===== src/rtl/gf569_mul_feed.sv =====
// rtl/gf569_mul_feed.sv - two-stage GF(569) operand multiplier feeding the Barrett reducer
//
// Purpose: accepts operand pairs, flags out-of-range residues, multiplies them and
// presents the full-width product to the downstream reducer through a 2-deep pipeline
// with ready/valid flow control on both sides.
//
// Ports:
//   clk        single clock, rising edge
//   rst        asynchronous active-high reset
//   in_valid   upstream offers an operand pair
//   in_ready   pair is accepted this cycle
//   in_a/in_b  operands, residues mod MOD
//   out_valid  product beat available
//   out_ready  downstream consumes the beat
//   out_prod   unsigned A*B (0 on error beats)
//   out_err    beat carried an out-of-range operand
//   err_cnt    saturating count of accepted error beats
//   beat_cnt   wrapping count of accepted beats
module gf569_mul_feed #(
  parameter int MOD    = 569,
  parameter int OP_W   = 10,
  parameter int PROD_W = 19
) (
  input  logic              clk,
  input  logic              rst,
  input  logic              in_valid,
  output logic              in_ready,
  input  logic [OP_W-1:0]   in_a,
  input  logic [OP_W-1:0]   in_b,
  output logic              out_valid,
  input  logic              out_ready,
  output logic [PROD_W-1:0] out_prod,
  output logic              out_err,
  output logic [7:0]        err_cnt,
  output logic [15:0]       beat_cnt
);

  localparam int EXT_W = PROD_W - OP_W;
  // One extra bit so a modulus equal to 2^OP_W still compares correctly.
  localparam logic [OP_W:0] MOD_L = (OP_W + 1)'(MOD);

  logic              s1_valid;
  logic [OP_W-1:0]   s1_a;
  logic [OP_W-1:0]   s1_b;
  logic              s1_err;
  logic              s2_valid;
  logic [PROD_W-1:0] s2_prod;
  logic              s2_err;

  logic              s2_adv;
  logic              s1_adv;
  logic              in_acc;
  logic              in_err;
  logic [PROD_W-1:0] mul_res;

  assign s2_adv   = !s2_valid || out_ready;
  assign s1_adv   = !s1_valid || s2_adv;
  assign in_ready = s1_adv;
  assign in_acc   = in_valid && in_ready;
  assign in_err   = ({1'b0, in_a} >= MOD_L) || ({1'b0, in_b} >= MOD_L);

  // Operands below MOD always fit; error beats are forced to zero regardless.
  assign mul_res = {{EXT_W{1'b0}}, s1_a} * {{EXT_W{1'b0}}, s1_b};

  // Stage 1: operand capture. Data registers only load on a real acceptance so
  // undriven operands while in_valid is low never reach state.
  always_ff @(posedge clk or posedge rst) begin
    if (rst) begin
      s1_valid <= 1'b0;
      s1_a     <= '0;
      s1_b     <= '0;
      s1_err   <= 1'b0;
    end else if (s1_adv) begin
      s1_valid <= in_valid;
      if (in_valid) begin
        s1_a   <= in_a;
        s1_b   <= in_b;
        s1_err <= in_err;
      end
    end
  end

  // Stage 2: product register, held while downstream stalls.
  always_ff @(posedge clk or posedge rst) begin
    if (rst) begin
      s2_valid <= 1'b0;
      s2_prod  <= '0;
      s2_err   <= 1'b0;
    end else if (s2_adv) begin
      s2_valid <= s1_valid;
      if (s1_valid) begin
        s2_prod <= s1_err ? '0 : mul_res;
        s2_err  <= s1_err;
      end
    end
  end

  always_ff @(posedge clk or posedge rst) begin
    if (rst) begin
      beat_cnt <= '0;
      err_cnt  <= '0;
    end else if (in_acc) begin
      beat_cnt <= beat_cnt + 16'd1;
      if (in_err && (err_cnt != 8'hFF)) begin
        err_cnt <= err_cnt + 8'd1;
      end
    end
  end

  assign out_valid = s2_valid;
  assign out_prod  = s2_prod;
  assign out_err   = s2_err;

endmodule

===== config.mk =====
export PLATFORM = sky130hd
export DESIGN_NAME = gf569_mul_feed
export DESIGN_NICKNAME = d
export VERILOG_FILES = /design/src/rtl/gf569_mul_feed.sv
export SDC_FILE = /design/constraint.sdc
export NUM_CORES = 1
export LEC_CHECK = 0
export ABC_AREA = 1
export BUFFER_PORTS_ARGS = -buffer_cell sky130_fd_sc_hd__buf_2
export CORE_MARGIN = 8
export CORE_UTILIZATION = 30
export DETAILED_ROUTE_END_ITERATION = 8
export GPL_TIMING_DRIVEN = 0
export HOLD_SLACK_MARGIN = 0.05
export SLEW_MARGIN = 20
export SYNTH_ARGS = -nofsm -noshare
export SYNTH_HDL_FRONTEND = slang
export SYNTH_SLANG_ARGS = --single-unit

===== constraint.sdc =====
create_clock -name clk -period 9.3 [get_ports clk]
set_clock_uncertainty 0.15 [all_clocks]
set_input_delay 0 -clock clk [delete_from_list [all_inputs] [get_ports clk]]
set_output_delay 0 -clock clk [all_outputs]
set_load 0.01 [all_outputs]

==> results of run 1 <==
final cells by class:
class / count / area [um2] / share of cell area
clock buffer: 9 / 225.2 / 0.02846
inverter: 189 / 711.9 / 0.08997
buffer: 29 / 122.6 / 0.01550
tap: 280 / 350.3 / 0.04428
multi-input combinational: 607 / 4120 / 0.5207
timing repair buffer: 95 / 623.1 / 0.07875
clock inverter: 7 / 82.58 / 0.01044
sequential: 67 / 1677 / 0.2119
power by group:
group,switching (W),leakage (nW),total [W],internal [W]
logic,0.000982,3.77,0.00157,0.000586
registers,0.0000609,0.852,0.000425,0.000364
clock network,0.000144,0.145,0.000356,0.000212
total,0.00119,4.76,0.00235,0.00116
metal layers:
layer,track usage,part of all wire,vias up
met4,0.03808,0.013,0
met1,0.1524,0.43,2745
li1,-,-,2871
met3,0.03066,0.049,14
met2,0.2237,0.51,89
met5,0,0,-
kinds of logic (layout without fill, tap and decap cells):
| logic type | count (synthesis) | in the layout | synth area share |
|---|---|---|---|
| DFF | 67 | 67 | 0.2529 |
| buffers and inverters | 218 | 329 | 0.1255 |
| AOI/OAI and AO/OA | 40 | 40 | 0.03360 |
| and+or+nand+nor | 432 | 432 | 0.2731 |
| adders and majority gates | 115 | 115 | 0.2861 |
| xor gates and xnor gates | 20 | 20 | 0.02869 |
worst reg2reg max path, cell delays in order, from the launching register on:
cell and delay (ns):
dfrtp_1 0.35, clkbuf_1 0.44, nand2_1 0.16, fa_1 0.54, fa_1 0.56, inv_1 0.06, fa_1 0.52, fa_1 0.55
inv_1 0.06, fa_1 0.54, inv_1 0.04, ha_1 0.36, nand2_1 0.13, nor2_1 0.16, nand3_1 0.10, nand2_1 0.18
nand2_1 0.10, nand2_1 0.06, nand2_1 0.04, nand3_1 0.08, nand2_1 0.05
worst max-delay path by stage:
stage	startpoint	end	slack [ns]
floorplan	s1_b[3]	out_prod[18]	4.60
global placement	s1_a[5]	out_prod[12]	4.00
detailed placement	s1_a[6]	out_prod[12]	3.98
CTS	s1_a[6]	out_prod[12]	3.94
global route	s1_a[6]	out_prod[12]	3.64
finish	s1_b[9]	out_prod[12]	3.96
cells in the mapped netlist, types with 2 or more instances:
| cell type | number |
|---|---|
| dfrtp_1 | 67 |
| nor2_1 | 25 |
| nand3_1 | 37 |
| o21ai_1 | 5 |
| nand4_1 | 9 |
| a21oi_1 | 14 |
| a22o_1 | 2 |
| buf_2 | 5 |
| inv_1 | 187 |
| nand2_2 | 5 |
| nor2_2 | 4 |
| clkbuf_1 | 23 |
| fa_1 | 61 |
| nand3b_1 | 6 |
| nor3_1 | 8 |
| o21ai_0 | 14 |
| ha_1 | 54 |
| nand2_4 | 2 |
| xnor2_1 | 6 |
| xor2_1 | 12 |
| nand3_2 | 2 |
| xnor2_2 | 2 |
| and2_1 | 3 |
| inv_2 | 2 |
| nand2_1 | 325 |
| nor2_4 | 3 |
through the flow:
step	power, W	instance area [um2]	setup slack, ns
after detailed placement	0.002014	7355	3.976
after global placement	0.001988	7325	3.996
after floorplan	0.001597	6629	4.597
after global routing	0.002648	7913	3.636
after CTS	0.002394	7913	3.944
final	0.002350	7913	3.959
timing repair:
item | in CTS | in global routing
endpoints found under the hold margin | 100 | 0
hold buffers | 25 | 0
setup endpoints to repair | 0 | 0
cell usage in the layout, fill, tap and decap left out, types with 14 or more instances in the layout:
| cell | n |
|---|---|
| nor2_1 | 25 |
| fa_1 | 61 |
| clkbuf_1 | 23 |
| inv_1 | 186 |
| o21ai_0 | 14 |
| dfrtp_1 | 67 |
| ha_1 | 54 |
| a21oi_1 | 14 |
| nand2_1 | 325 |
| buf_2 | 74 |
| nand3_1 | 37 |
| dlygate4sd3_1 | 25 |
registers in the layout (all words and copies together), names as in the netlist:
signal     count
s1_b          10
err_cnt        8
s1_err         1
out_prod      19
out_valid      1
s1_valid       1
s1_a          10
beat_cnt      16
out_err        1
==> summary.md, run 1 <==
| Metric | Value |
|---|---|
| Register-to-Register Path Depth | `20` |
| I/O pin count | `70` |
| Worst relative slew slack | `0.5676` |
| WHS Endpoint | `s1_a[2]` |
| Initial DRC count | `240` |
| Die Wd | `164.6 um` |
| Routed WL | `16460 um` |
| H-tree Lvls | `3` |
| CP max stage delay | `0.56 ns` |
| Share of post-route cells with drive strength above 1 | `0.1137` |
| CP Depth | `20` |
| Syn avg cell area | `7.431 um2` |
| Slew @ Worst Pin | `0.6486 ns` |
| Tcrit/Tclk final | `0.5743` |
| Status | `completed` |
| Nets | `approximately 1100` |
| Fin Hold WS | `0.2716 ns` |
| Pwr/cell area | `296.9 nW/um2` |
| RSZ-0062 raised after global routing | `no` |
| Fmax | `187.2 MHz` |
| CP delay by family, top | `adder cells` |
| # clock sinks | `67` |
| Mapped cell area | `6629 um2` |
| Startpoint Class | `flop` |
| CTS tree | `yes` |
| Syn Inst Count | `892` |
| Register-to-Register Setup Slack | `roughly 4.0 ns` |
| First-pass GRT wire length | `28010 um` |
| Filler cells | `2336` |
| Final Wtd Congestion | `0.8461` |
| Post-CTS Setup Inserts | `0` |
| GRT Util Overall | `0.1278` |
| Die H | `164.6 um` |
| Drt drc | `0` |
| Netlist cell types | `35` |
| Skew-Pair Late Insertion Delay | `roughly 0.35 ns` |
| Synth warn | `0` |
| # diodes | `0` |
| Core Util, Final | `0.3637` |
| Peak supply drop | `137.3 uV` |
| Synth Net Count | `1031` |
| Fin cells | `1283` |
| Worst-path maximum fanout | `10` |
| Clk buf depth | `2` |
| Ranking of synthesized cells by area | `dfrtp_1 (25%), fa_1 (18%), nand2_1 (18%), inv_1 (11%), ha_1 (10%)` |
| Cell mode on critical path | `nand2_1` |
| TritonRoute pass-1 iters | `4` |
| Min-delay worst type | `input port to flop` |
| Global route overflow | `0` |
| Number of buffers added on ports | `69` |
| Synth area leader | `dfrtp_1` |
| Max stage delay cell, worst path | `fa_1` |
| Number of synthesized register bits | `between 60 and 70` |
| Core Box Area | `21760 um2` |
| Buf/Inv on CP | `4` |
| DR WL/cell | `~13 um` |
| Max-cap viol count | `0` |
| Vias in the first global route | `5878` |
| Worst r2r dst | `out_prod[12]` |
| Hold Path Cell Cnt | `4` |
| Main flop type after synthesis | `dfrtp_1` |
| Placed insts | `around 1200` |
| Row count | `54` |
| Detailed Place HPWL | `13350 um` |
| Post-synth top area share | `0.2529` |
| Worst EP required | `9.39 ns` |
| Async SR Flop Fraction | `1.000` |
| Critical path class | `flop to flop` |
| Crit path capture type | `flop` |
| Tmin final | `5.341 ns` |
| Die area | `27110 um2` |
| Antenna violations before repair | `0` |
| Remaining antenna violation count | `0` |
| Final Hold Fails | `0` |
| Final setup fails | `0` |
| Hold path startpoint | `in_a[2]` |
| Pleak | `4.763 nW` |
| Via count | `~5700` |
| Vias per cell | `between 4 and 5` |
| CP arrival | `5.43 ns` |
| Area Overhead vs Synth | `19.37%` |
| Number of synthesized flops with an enable pin | `0` |
| Worst-path cell chain | `clkbuf_1, nand2_1, fa_1, fa_1, inv_1, fa_1, fa_1, inv_1, fa_1, inv_1, ha_1, nand2_1, nor2_1, nand3_1, nand2_1, nand2_1, nand2_1, nand2_1, nand3_1, nand2_1` |
| TNS Setup | `0 ns` |
| Seq/Total Area, Yosys | `0.2529` |
| Reg2reg start | `s1_b[9]` |
| Slew Limit Fails | `0` |
| Num CTS Buffers | `9` |
| Clk pin slew, worst setup/hold paths | `approximately 0.060 ns` |
| Largest net degree at the start of global routing | `52` |
| Root buf cell | `clkbuf_16` |
| Initial Utilization | `0.3047` |
| Post-CTS Resized | `0` |
(Power assumes the default switching activity.)
==> run 2, diff against run 1 <==
==> constraint.sdc (replaced) <==
create_clock -name clk -period 5 [get_ports clk]
set_clock_uncertainty 0.15 [all_clocks]
set_input_delay 0 -clock clk [delete_from_list [all_inputs] [get_ports clk]]
set_output_delay 0 -clock clk [all_outputs]
set_load 0.01 [all_outputs]
==> summary.md, run 2 (synthesis results as in run 1) <==
| Metric | Value |
|---|---|
| I/O pin count | `70` |
| Worst-path cell chain | `buf_4, nand2_1, fa_1, fa_1, inv_1, fa_1, fa_1, inv_1, fa_1, inv_1, ha_4, nand2_1, nor2_1, nand3_1, nand2_2, nand2_1, nand2_1, nand2_1, nand3_1, nand2_1` |
| Min-delay worst type | `input port to flop` |
| Worst r2r dst | `out_prod[12]` |
| Crit path capture type | `flop` |
| Slew Limit Fails | `0` |
| First-pass GRT wire length | `approximately 28000 um` |
| Clk buf depth | `2` |
| # clock sinks | `67` |
| Row count | `54` |
| Global route overflow | `0` |
| Setup Slack @ Placement | `-0.3242 ns` |
| H-tree Lvls | `3` |
| Worst-path maximum fanout | `6` |
| Critical Path Start | `s1_a[5]` |
| Num CTS Buffers | `9` |
| Pwr/cell area | `around 550 nW/um2` |
| Area occupied by multi-input gates | `roughly 4100 um2` |
| CP max stage delay | `0.55 ns` |
| Final instance area | `8179 um2` |
| Detailed Place HPWL | `13350 um` |
| Final Hold Fails | `0` |
| Status | `completed` |
| Die H | `between 150 and 200 um` |
| Pleak | `4.909 nW` |
| Max stage delay cell, worst path | `fa_1` |
| Via count | `5835` |
| Largest net degree at the start of global routing | `52` |
| Initial Utilization | `0.3047` |
| Fmax | `209.9 MHz` |
| GRT Util Overall | `0.1281` |
| Core Box Area | `21760 um2` |
| DR WL/cell | `between 10 and 15 um` |
| Number of buffers added on ports | `69` |
| Tmin final | `4.765 ns` |
| Clk pin slew, worst setup/hold paths | `0.06 ns` |
| Die Wd | `164.6 um` |
| Antenna violations before repair | `0` |
| Register area | `1699 um2` |
| CTS tree | `yes` |
| Register-to-Register Setup Slack | `0.24 ns` |
| TNS Setup | `0 ns` |
| Root buf cell | `clkbuf_16` |
| Cell mode on critical path | `nand2_1` |
| TritonRoute pass-1 iters | `5` |
| Final WS setup | `0.2353 ns` |
| Drt drc | `0` |
| Tot Pwr | `0.004513 W` |
| Area Overhead vs Synth | `23.39%` |
| CP arrival | `around 4.9 ns` |
| # diodes | `0` |
| Remaining antenna violation count | `0` |
| Nets | `1157` |
| Slew @ Worst Pin | `0.5877 ns` |
| Filler cells | `2298` |
| Max-cap viol count | `0` |
| Startpoint Class | `flop` |
| Setup crit end | `out_prod[12]` |
| Final setup fails | `0` |
| Commonest non-fill, non-tap cells in the layout | `nand2_1 (324), inv_1 (186), buf_2 (74)` |
| Worst relative slew slack | `0.6082` |
| Reg2reg start | `s1_a[5]` |
| RSZ-0062 raised after global routing | `no` |
| Vias in the first global route | `5838` |
| Max reg flops | `19` |
| Tcrit/Tclk final | `0.9529` |
| Die area | `27110 um2` |
| Register-to-Register Path Depth | `20` |
| Fin Hold WS | `about 0.27 ns` |
| Peak supply drop | `316.5 uV` |
| Vias per cell | `between 4 and 5` |
| Routed WL | `between 15000 and 20000 um` |
| Post-DP Area | `7355 um2` |
| Initial DRC count | `270` |
| Critical path class | `flop to flop` |
| Final Wtd Congestion | `0.8461` |
| Commonest non-fill, non-tap cell in the layout | `nand2_1` |
| Worst EP required | `5.09 ns` |
| Skew-Pair Late Insertion Delay | `0.35 ns` |
| Share of post-route cells with drive strength above 1 | `0.1701` |
-- run 2: final cells by class --
class,count,share of cell area
multi-input combinational,607,0.5071
sequential,67,0.2077
timing repair buffer,133,0.1108
inverter,189,0.08704
tap,280,0.04283
clock buffer,9,0.02754
clock inverter,7,0.01010
buffer,11,0.006884
-- run 2: worst max-delay path: cells and delay by family (launching register included) --
kind                     cells  cell delay [ns]
flip-flops                   1             0.44
adder cells (fa/ha/maj)      6             2.83
AND/OR/NAND/NOR             10             0.86
buffers and inverters        4             0.37
-- run 2: metrics by stage --
step	instances	util
2_1_floorplan	892	-
3_3_place_gp	1241	0.3367
3_5_place_dp	1242	0.3380
4_1_cts	1266	0.3619
5_1_grt	1303	0.3759
6_report	1303	0.3759
-- run 2: power by group --
part           switching, W  internal, W  total (W)
logic               0.00183      0.00119    0.00302
registers          0.000153     0.000682   0.000834
clock network      0.000269     0.000394   0.000663
total               0.00225      0.00226    0.00451
-- run 2: repair_timing --
item | CTS | global route
resized for setup | 17 | 6
pin swaps | 0 | 0
buffers inserted | 1 | 37
endpoints found under the hold margin | 100 | 0
hold buffers | 25 | 0
endpoints found under the setup margin | 10 | 10
-- run 2: per-layer routing --
metal / share of wire / GRT usage
met4: 0.013 / 0.03808
met2: 0.51 / 0.2252
met5: 0 / 0
met3: 0.047 / 0.03066
met1: 0.43 / 0.1519
-- run 2: how the worst min path moves through the flow --
stage,to,start,slack (ns),cells after the start
global route,s1_a[1],in_a[1],0.28,4
global placement,s1_a[7],in_a[7],0.07,3
CTS,s1_a[4],in_a[4],0.26,4
finish,s1_a[2],in_a[2],0.27,4
detailed placement,out_prod[3],rst,-0.19,2
floorplan,s1_a[0],in_a[0],-0.04,2
